==> src/rtl/keymgr_op_pkg.sv <==
`default_nettype none
// ----------------------------------------------------------------------------
// keymgr_op_pkg : shared types for the key manager operation-control stage
// Revision      : 1.0
// ----------------------------------------------------------------------------
package keymgr_op_pkg;

    typedef enum logic [1:0] {
        IDLE     = 2'd0,
        WIP      = 2'd1,
        DONE_OK  = 2'd2,
        DONE_ERR = 2'd3
    } op_status_e;

    // Sparse codes so a single upset cannot land on another legal state.
    typedef enum logic [3:0] {
        StInit     = 4'b0101,
        StIdle     = 4'b1010,
        StWait     = 4'b0011,
        StDisabled = 4'b1100
    } op_state_e;

    typedef enum logic [1:0] {
        OpAdvance  = 2'd0,
        OpGenId    = 2'd1,
        OpGenSwOut = 2'd2,
        OpGenHwOut = 2'd3
    } kmac_op_e;

endpackage
`default_nettype wire

==> src/rtl/keymgr_op_ctrl_if.sv <==
`default_nettype none
// ----------------------------------------------------------------------------
// keymgr_op_ctrl_if : KMAC request/response channel of the op-control stage
// Revision          : 1.0
// ----------------------------------------------------------------------------
interface keymgr_op_ctrl_if;
    import keymgr_op_pkg::*;

    logic     kmac_req_o;
    kmac_op_e kmac_op_o;
    logic     kmac_done_i;
    logic     kmac_err_i;

    modport master (output kmac_req_o, output kmac_op_o,
                    input  kmac_done_i, input kmac_err_i);
    modport slave  (input  kmac_req_o, input  kmac_op_o,
                    output kmac_done_i, output kmac_err_i);
endinterface
`default_nettype wire

==> src/rtl/keymgr_op_timer.sv <==
`default_nettype none
// ----------------------------------------------------------------------------
// keymgr_op_timer : saturating wait counter, expired at TimeoutCycles-1
// Revision        : 1.0
// ----------------------------------------------------------------------------
module keymgr_op_timer #(
    parameter int unsigned TimeoutCycles = 256
) (
    input  wire logic clk_i,
    input  wire logic rst_ni,
    input  wire logic clr,
    input  wire logic en,
    output logic      expired
);
    localparam int unsigned CntW = $clog2(TimeoutCycles);

    logic [CntW-1:0] cnt;

    assign expired = (cnt == CntW'(TimeoutCycles - 1));

    always_ff @(posedge clk_i or negedge rst_ni) begin
        if (!rst_ni) begin
            cnt <= '0;
        end else if (clr) begin
            cnt <= '0;
        end else if (en && !expired) begin
            cnt <= cnt + CntW'(1);
        end
    end
endmodule
`default_nettype wire

==> src/rtl/keymgr_op_ctrl.sv <==
`default_nettype none
// ----------------------------------------------------------------------------
// keymgr_op_ctrl : sequences one KMAC transaction per start, drives cfg-enable
// Revision       : 1.0
// ----------------------------------------------------------------------------
module keymgr_op_ctrl
    import keymgr_op_pkg::*;
#(
    parameter int unsigned TimeoutCycles = 256
) (
    input  wire logic        clk_i,
    input  wire logic        rst_ni,
    input  wire logic        en_i,
    input  wire logic        init_done_i,
    input  wire logic        start_i,
    input  wire logic [1:0]  op_i,
    keymgr_op_ctrl_if.master kmac,
    output logic             cfg_init_o,
    output logic             cfg_clr_o,
    output logic             cfg_set_o,
    output logic             busy_o,
    output logic [1:0]       status_o,
    output logic             err_timeout_o,
    output logic             err_kmac_o,
    output logic             err_disabled_o
);
    op_state_e  state;
    op_status_e status;
    kmac_op_e   op_latched;
    logic       in_flight;
    logic       cfg_init;
    logic       cfg_set;
    logic       err_timeout;
    logic       err_kmac;
    logic       err_disabled;
    logic       accept;
    logic       expired;

    // A start landing on an init/set pulse cycle is dropped so that the three
    // cfg pulses can never overlap.
    assign accept = (state == StIdle) && start_i && en_i && !cfg_init && !cfg_set;

    keymgr_op_timer #(
        .TimeoutCycles(TimeoutCycles)
    ) u_timer (
        .clk_i  (clk_i),
        .rst_ni (rst_ni),
        .clr    (accept),
        .en     ((state == StWait) && !kmac.kmac_done_i),
        .expired(expired)
    );

    always_ff @(posedge clk_i or negedge rst_ni) begin
        if (!rst_ni) begin
            state        <= StInit;
            status       <= IDLE;
            op_latched   <= OpAdvance;
            in_flight    <= 1'b0;
            cfg_init     <= 1'b0;
            cfg_set      <= 1'b0;
            err_timeout  <= 1'b0;
            err_kmac     <= 1'b0;
            err_disabled <= 1'b0;
        end else begin
            cfg_init <= 1'b0;
            cfg_set  <= 1'b0;
            if (!en_i) begin
                state     <= StDisabled;
                in_flight <= 1'b0;
                if (state == StWait) begin
                    status       <= DONE_ERR;
                    err_disabled <= 1'b1;
                end
            end else begin
                case (state)
                    StInit: begin
                        if (init_done_i) begin
                            cfg_init <= 1'b1;
                            state    <= StIdle;
                        end
                    end
                    StIdle: begin
                        if (accept) begin
                            op_latched <= kmac_op_e'(op_i);
                            status     <= WIP;
                            in_flight  <= 1'b1;
                            state      <= StWait;
                        end
                    end
                    StWait: begin
                        // Done is checked first so a coincident timeout is not flagged.
                        if (kmac.kmac_done_i) begin
                            status    <= kmac.kmac_err_i ? DONE_ERR : DONE_OK;
                            err_kmac  <= err_kmac | kmac.kmac_err_i;
                            cfg_set   <= 1'b1;
                            in_flight <= 1'b0;
                            state     <= StIdle;
                        end else if (expired) begin
                            status      <= DONE_ERR;
                            err_timeout <= 1'b1;
                            cfg_set     <= 1'b1;
                            in_flight   <= 1'b0;
                            state       <= StIdle;
                        end
                    end
                    StDisabled: begin
                        in_flight <= 1'b0;
                    end
                    default: begin
                        in_flight <= 1'b0;
                        state     <= StDisabled;
                    end
                endcase
            end
        end
    end

    assign kmac.kmac_req_o = in_flight;
    assign kmac.kmac_op_o  = op_latched;
    assign busy_o          = in_flight;
    assign cfg_init_o      = cfg_init;
    assign cfg_clr_o       = accept;
    assign cfg_set_o       = cfg_set;
    assign status_o        = status;
    assign err_timeout_o   = err_timeout;
    assign err_kmac_o      = err_kmac;
    assign err_disabled_o  = err_disabled;
endmodule
`default_nettype wire

==> src/flat_wrapper.sv <==
// flat-port wrapper written by rule: the top's interface ports become plain ports
module keymgr_op_ctrl_flat import keymgr_op_pkg::*;
#(
    parameter int unsigned TimeoutCycles = 256
)
  (clk_i, rst_ni, en_i, init_done_i, start_i, op_i, cfg_init_o, cfg_clr_o, cfg_set_o, busy_o, status_o, err_timeout_o, err_kmac_o, err_disabled_o, kmac_kmac_req_o, kmac_kmac_op_o, kmac_kmac_done_i, kmac_kmac_err_i);
  keymgr_op_ctrl_if kmac_i ();
  input  wire logic clk_i;
  input  wire logic rst_ni;
  input  wire logic en_i;
  input  wire logic init_done_i;
  input  wire logic start_i;
  input  wire logic [1:0] op_i;
  output logic cfg_init_o;
  output logic cfg_clr_o;
  output logic cfg_set_o;
  output logic busy_o;
  output logic [1:0] status_o;
  output logic err_timeout_o;
  output logic err_kmac_o;
  output logic err_disabled_o;
  output wire logic [$bits(kmac_i.kmac_req_o)-1:0] kmac_kmac_req_o;
  output wire logic [$bits(kmac_i.kmac_op_o)-1:0] kmac_kmac_op_o;
  input wire logic [$bits(kmac_i.kmac_done_i)-1:0] kmac_kmac_done_i;
  input wire logic [$bits(kmac_i.kmac_err_i)-1:0] kmac_kmac_err_i;
  assign kmac_kmac_req_o = kmac_i.kmac_req_o;
  assign kmac_kmac_op_o = kmac_i.kmac_op_o;
  assign kmac_i.kmac_done_i = kmac_kmac_done_i;
  assign kmac_i.kmac_err_i = kmac_kmac_err_i;
  keymgr_op_ctrl #(.TimeoutCycles(TimeoutCycles)) u_core (.clk_i(clk_i), .rst_ni(rst_ni), .en_i(en_i), .init_done_i(init_done_i), .start_i(start_i), .op_i(op_i), .kmac(kmac_i), .cfg_init_o(cfg_init_o), .cfg_clr_o(cfg_clr_o), .cfg_set_o(cfg_set_o), .busy_o(busy_o), .status_o(status_o), .err_timeout_o(err_timeout_o), .err_kmac_o(err_kmac_o), .err_disabled_o(err_disabled_o));
endmodule
==> config.mk <==
export PLATFORM = sky130hd
export DESIGN_NAME = keymgr_op_ctrl_flat
export DESIGN_NICKNAME = d
export VERILOG_FILES = /design/src/rtl/keymgr_op_pkg.sv /design/src/rtl/keymgr_op_ctrl_if.sv /design/src/rtl/keymgr_op_timer.sv /design/src/rtl/keymgr_op_ctrl.sv /design/src/flat_wrapper.sv
export SDC_FILE = /design/constraint.sdc
export NUM_CORES = 1
export LEC_CHECK = 0
export ABC_AREA = 1
export ABC_CLOCK_PERIOD_IN_PS = 1400
export CAP_MARGIN = 20
export CORE_UTILIZATION = 52
export CTS_CLUSTER_DIAMETER = 30
export DETAILED_ROUTE_END_ITERATION = 12
export HOLD_SLACK_MARGIN = 0.15
export PLACE_DENSITY = 0.78
export SETUP_SLACK_MARGIN = 0.15
export SLEW_MARGIN = 20
export SYNTH_ARGS = -nofsm -noshare
export SYNTH_HDL_FRONTEND = slang
export SYNTH_SLANG_ARGS = --single-unit
==> constraint.sdc <==
create_clock -name clk_i -period 1.4 [get_ports clk_i]
set_input_delay 0.14 -clock clk_i [delete_from_list [all_inputs] [get_ports clk_i]]
set_output_delay 0.14 -clock clk_i [all_outputs]
set_load 0.02 [all_outputs]
==> flow_summary.toml, run 1 <==
[sta]
slew_headroom_pct = 79.9
slew_violations = 0
grt_setup_unrepaired = "yes"
min_period_ps = 1450
fin_skew_ps = 11.0
worst_slack_ps = -48.1
max_freq_mhz = 691
worst_pin_slew_ps = 298
setup_viol = 10
finalHoldViolCount = 0
fin_crit_sh_pct = 103

[grt]
grt_usage_pct = 26.6
grt_pass1_vias = 1215
grt_pass1_wl_um = 5130
grt_overflow = 0
antenna_found_initial = 0
grt_start_max_net_pins = 23

[place]
dp_hpwl_um = 2080
gp_congestion = 0.855
place_inst = 216
io_buffers = 20

[critical_path]
worstPathArrival_ps = 1700
cp-end-kind = "flip-flop"
cpPeakStageDelay_ps = 570
cp_max_fo = 3
cp.required_ps = 1650
critPathSlowestCell = "dfstp_2"
crit_chain = "buf_6 -> nand2_4 -> inv_4 -> nand2_4 -> nor2_8 -> buf_6 -> nand3_2 -> nand2_1 -> nand2_1 -> nor2_1"
cp-start-kind = "flip-flop"
critPathKind = "flip-flop to flip-flop"

[synth]
postSynthCellCount = 155
synthAdderAreaFrac_pct = 0.997
syn_nets = 165
ys_ff_latch = 22
netlist_area_sq_um = 1250
ys_seq_area_share_pct = 44.1
synthMuxAreaShare_pct = 0
yosys_warnings = 0
synth_compound_area_share_pct = 4.99
synthArstFlopShare_pct = 100
synth_edf_count = 0
synthSimpleGateAreaFrac_pct = 39.4
synth.distinct_cells = 32
synth-xor-area-share_pct = 2.09
synth_top_family_by_area = "simple AND/OR/NAND/NOR gates"
postSynthAreaPerCell_sq_um = 8.10
ys.flop_type = "dfrtp_1"

[die]
die_y_um = 51.1
die_area_sq_um = 2610
row_count = 17
start_util_pct = 56.2
die_w_um = 51.1
core-area_sq_um = 2230
ios = 21

[cts]
cts_buffer_depth = 2
cts_htree_levels = 1
numCtsBuffers = 3
clk_latency_ps = 310
root_buffer = "clkbuf_4"
cts_tree = "built"
path_clk_slew_ps = 130
clock_sinks = 22

[route]
wirelength_um = 3580
drc = 0
routedWlPerCell_um = 15.4
via_per_inst = 5.52
drt_iter0_markers = 46
ant_nets = 0
num_vias = 1281
drtPass1Iterations = 4

[finish]
syn_to_final_growth_pct = 47.3
final_cells = 232
diodes = 0
mostFrequentLayoutCells = "nand2_1 (32), buf_4 (21), dfrtp_1 (20), nor2_1 (13), inv_1 (12)"
finish.utilization_pct = 82.7
fin_nets = 215
mostFrequentLayoutCell = "nand2_1"
drive_above_1_share_pct = 43.1

[power_and_ir_drop]
power_density_nw_per_um2 = 571
seqPwrFrac_pct = 60.8
power.leakage_nw = 1.07
ir_drop_mv = 0.605
internal_power_mw = 0.794
clkPwrFrac_pct = 29.3
comb_power_share_pct = 9.9
p_sw_share_pct = 24.7
switchingPower_mw = 0.261

[min_path]
holdCritPathClass = "input port to async pin"

[outcome]
status = "finished with violations"
violations = "setup timing"

[flow_run]
max_cap_violations = 0
[worst paths after layout]
path	from	endpoint	slack [ps]	cells after the start
worst max register to register	u_core.state[0]$_DFFE_PN1P_	u_core.u_timer.cnt[3]$_DFFE_PN0P_	-50	10
worst min-delay path	rst_ni	u_core.status_o[1]$_DFFE_PN0P_	160	2
max in group asynchronous	rst_ni	u_core.state[0]$_DFFE_PN1P_	950	2
worst max-delay path	u_core.state[0]$_DFFE_PN1P_	u_core.u_timer.cnt[3]$_DFFE_PN0P_	-50	10
worst min register to register	u_core.err_disabled_o$_DFFE_PN0P_	u_core.err_disabled_o$_DFFE_PN0P_	490	1
min in group clk_i	op_i[1]	u_core.kmac.kmac_op_o[1]$_DFFE_PN0P_	360	3
[layout make-up]
class / count / area (sq um)
tap: 28 / 35.0
fill: 134 / 385
sequential: 22 / 553
timing repair buffer: 47 / 405
multi-input combinational: 107 / 724
clock buffer: 4 / 26.3
inverter: 24 / 104
[worst max-delay path: cells and delay by family, from the launching register on]
kind          cells  cell delay [ps]
buf+inv           3              270
flops             1              570
simple gates      7              550
[repair_timing]
action	4_1_cts	5_1_grt
resized for setup	40	24
setup buffers	7	5
hold buffers	0	0
endpoints found under the setup margin	29	18
pin swaps	11	10
[stage by stage]
stage	hold slack [ps]	cell area (sq um)	setup TNS [ps]	power, mW	setup slack [ps]
after CTS	165	1730	-3.69	1.06	-2.64
after floorplan	-156	1260	0	0.687	116
after global routing	197	1850	-885	1.09	-115
after global placement	448	1600	-777	0.743	-317
after detailed placement	461	1600	-1090	0.746	-323
final	159	1850	-172	1.06	-48.1
[routing by layer]
layer	wire, um	global-route usage, %
met4	89	8.33
met5	0	0
met3	203	4.17
met2	1800	48.9
met1	1490	31.2
[power groups by stage]
stage	Combinational, mW	Clock (mW)	Sequential, mW
3_5_place_dp	0.0917	0	0.654
2_1_floorplan	0.0287	0	0.658
4_1_cts	0.0964	0.317	0.642
5_1_grt	0.114	0.334	0.643
3_3_place_gp	0.0888	0	0.654
6_report	0.105	0.309	0.642
[flip-flops by register name, summed over array words and instances, names as in the netlist]
name,flops
u_core.busy_o,1
u_core.cfg_set_o,1
u_core.status_o,2
u_core.cfg_init_o,1
u_core.err_disabled_o,1
u_core.kmac.kmac_op_o,2
u_core.err_timeout_o,1
u_core.u_timer.cnt,8
u_core.err_kmac_o,1
u_core.state,4
[cell usage after synthesis (2+ instances only)]
cell type	n	area share [%]
a21oi_2	2	1.4
dfrtp_1	20	40
dfstp_2	2	4.2
inv_1	13	3.9
inv_2	8	2.4
nand2_1	43	13
nand2_2	4	2.0
nand2_4	5	4.5
nand3_1	14	5.6
nand4_1	5	2.5
nor2_1	15	4.5
nor2_4	2	1.8
xor2_1	3	2.1
[cell families (layout without fill, tap and decap cells)]
| kind of cell | after synthesis | in the layout |
|---|---|---|
| AND/OR/NAND/NOR | 94 | 94 |
| adder cells (fa/ha/maj) | 1 | 1 |
| buffers and inverters | 26 | 75 |
| AO/OA/AOI/OAI | 9 | 9 |
| flip-flops | 22 | 22 |
| XOR/XNOR | 3 | 3 |
(Power assumes the default switching activity.)
==> run 2: changes to the inputs <==
Settings changed: SKIP_LAST_GASP set to 1.
==> run 2 against run 1 <==
The flow still finishes with violations (setup timing); register-to-register slack lost 30 ps; critical endpoint unchanged; final cell count increased by 0.43%; count of clock-buffer cells in the layout unchanged; clock power shrank 1%; sequential power about the same; clock skew shrank 0.55 ps; fmax shrank 1.9%; highest routed layer unchanged; sequential share of layout area is 0.12 points lower; flip-flop and latch count unchanged.
==> flow_summary.toml, run 2 (synthesis results as in run 1) <==
[finish]
diodes = 0
mostFrequentLayoutCell = "nand2_1"
finish.utilization_pct = 83.1
fillers = 133
reg_top3 = "u_core.u_timer.cnt x8, u_core.state x4"
largest_register_ff_count = 8
final_cells = 233
mostFrequentLayoutCells = "nand2_1 (32), buf_4 (23), dfrtp_1 (20), nor2_1 (13), inv_1 (12)"
fin_nets = 216
drive_above_1_share_pct = 43.4
largest_register = "u_core.u_timer.cnt"
syn_to_final_growth_pct = 47.9

[power_and_ir_drop]
switchingPower_mw = 0.257
power_density_nw_per_um2 = 566
internal_power_mw = 0.794
seqPwrFrac_pct = 61.1
p_sw_share_pct = 24.5
ir_drop_mv = 0.567
power.leakage_nw = 1.07
clkPwrFrac_pct = 29.0
comb_power_share_pct = 9.9

[outcome]
status = "finished with violations"
violations = "setup timing"

[sta]
slew_headroom_pct = 80.2
grt_setup_unrepaired = "yes"
slew_violations = 0
worst_slack_ps = -76.4
min_period_ps = 1480
worst_pin_slew_ps = 294
fin_crit_sh_pct = 105
fin_skew_ps = 10.4
max_freq_mhz = 677
setup_viol = 12
finalHoldViolCount = 0

[cts]
cts_tree = "built"
root_buffer = "clkbuf_4"
numCtsBuffers = 3
cts_htree_levels = 1
path_clk_slew_ps = 130
cts_buffer_depth = 2
clock_sinks = 22
clk_latency_ps = 310

[die]
ios = 21
row_count = 17
die_area_sq_um = 2610
core-area_sq_um = 2230
start_util_pct = 56.2
die_w_um = 51.1
die_y_um = 51.1

[critical_path]
crit_start = "u_core.state[0]$_DFFE_PN1P_"
regToRegStartpoint = "u_core.state[0]$_DFFE_PN1P_"
cp.required_ps = 1640
critPathKind = "flip-flop to flip-flop"
rr_worst_depth = 10
crit_chain = "buf_6 -> nand2_4 -> inv_4 -> nand2_4 -> nor2_8 -> buf_6 -> nand3_2 -> nand2_1 -> nand2_1 -> nor2_1"
cp-start-kind = "flip-flop"
worstPathArrival_ps = 1720
critPathSlowestCell = "dfstp_2"
reg2reg_to = "u_core.u_timer.cnt[3]$_DFFE_PN0P_"
cpPeakStageDelay_ps = 580
cp_max_fo = 3
cp-end-kind = "flip-flop"
r2r_slack_ps = -80
crit_end = "u_core.u_timer.cnt[3]$_DFFE_PN0P_"

[min_path]
holdCritPathClass = "input port to async pin"

[route]
drt_iter0_markers = 30
wirelength_um = 3510
num_vias = 1254
routedWlPerCell_um = 15.1
drc = 0
via_per_inst = 5.38
drtPass1Iterations = 4
ant_nets = 0

[grt]
grt_usage_pct = 26.5
grt_pass1_vias = 1205
antenna_found_initial = 0
grt_start_max_net_pins = 23
grt_overflow = 0
grt_pass1_wl_um = 5120

[flow_run]
max_cap_violations = 0

[place]
dp_hpwl_um = 2080
io_buffers = 20
place_inst = 216
gp_congestion = 0.855
-- run 2: final cells by class --
type                            instances  area, sq um  share of cell area (%)
Timing Repair Buffer                   48          409                    22.0
Clock buffer                            4         26.3                    1.42
Tap cell                               28         35.0                    1.89
Multi-Input combinational cell        107          729                    39.3
Inverter                               24          103                    5.53
Sequential cell                        22          553                    29.8
-- run 2: worst min path at each step --
stage	start	to	depth (start not counted)
global route	rst_ni	u_core.status_o[1]$_DFFE_PN0P_	2
global placement	u_core.err_kmac_o$_DFFE_PN0P_	u_core.err_kmac_o$_DFFE_PN0P_	1
finish	rst_ni	u_core.status_o[1]$_DFFE_PN0P_	2
floorplan	rst_ni	u_core.busy_o$_DFFE_PN0P_	0
CTS	rst_ni	u_core.status_o[1]$_DFFE_PN0P_	2
detailed placement	u_core.err_timeout_o$_DFFE_PN0P_	u_core.err_timeout_o$_DFFE_PN0P_	2
-- run 2: metal layers --
| layer | part of all wire (%) | global-route usage [%] |
|---|---|---|
| met4 | 1.7 | 8.33 |
| met5 | 0 | 0 |
| met1 | 41 | 31.0 |
| met3 | 6.9 | 4.17 |
| met2 | 51 | 48.9 |
-- run 2: power groups by stage --
stage | registers, mW | clock network [mW] | logic (mW)
final | 0.642 | 0.305 | 0.104
after global routing | 0.643 | 0.342 | 0.114
after CTS | 0.642 | 0.317 | 0.0962
after detailed placement | 0.654 | 0 | 0.0917
after global placement | 0.654 | 0 | 0.0888
after floorplan | 0.658 | 0 | 0.0287
-- run 2: timing repair --
action	4_1_cts	5_1_grt
hold endpoints to repair	0	0
buffers inserted	7	6
gates cloned	0	0
resized for setup	37	27
pin swaps	9	15
endpoints found under the setup margin	29	18
hold buffers	0	0
-- run 2: critical path: cells and delay by family, from the launching register on --
family                 cells  cell delay (ps)
DFF                        1              580
and+or+nand+nor            7              560
buffers and inverters      3              280
-- run 2: metrics by stage --
stage                     hold slack [ps]  area (sq um)  setup slack [ps]  total power [mW]  setup TNS [ps]
after floorplan                      -156          1260               116             0.687               0
after global placement                448          1600              -317             0.743            -777
after detailed placement              461          1600              -323             0.746           -1090
after CTS                             165          1720             -35.5              1.06           -36.6
after global routing                  190          1860              -138              1.10           -1190
final                                 158          1860             -76.4              1.05            -366
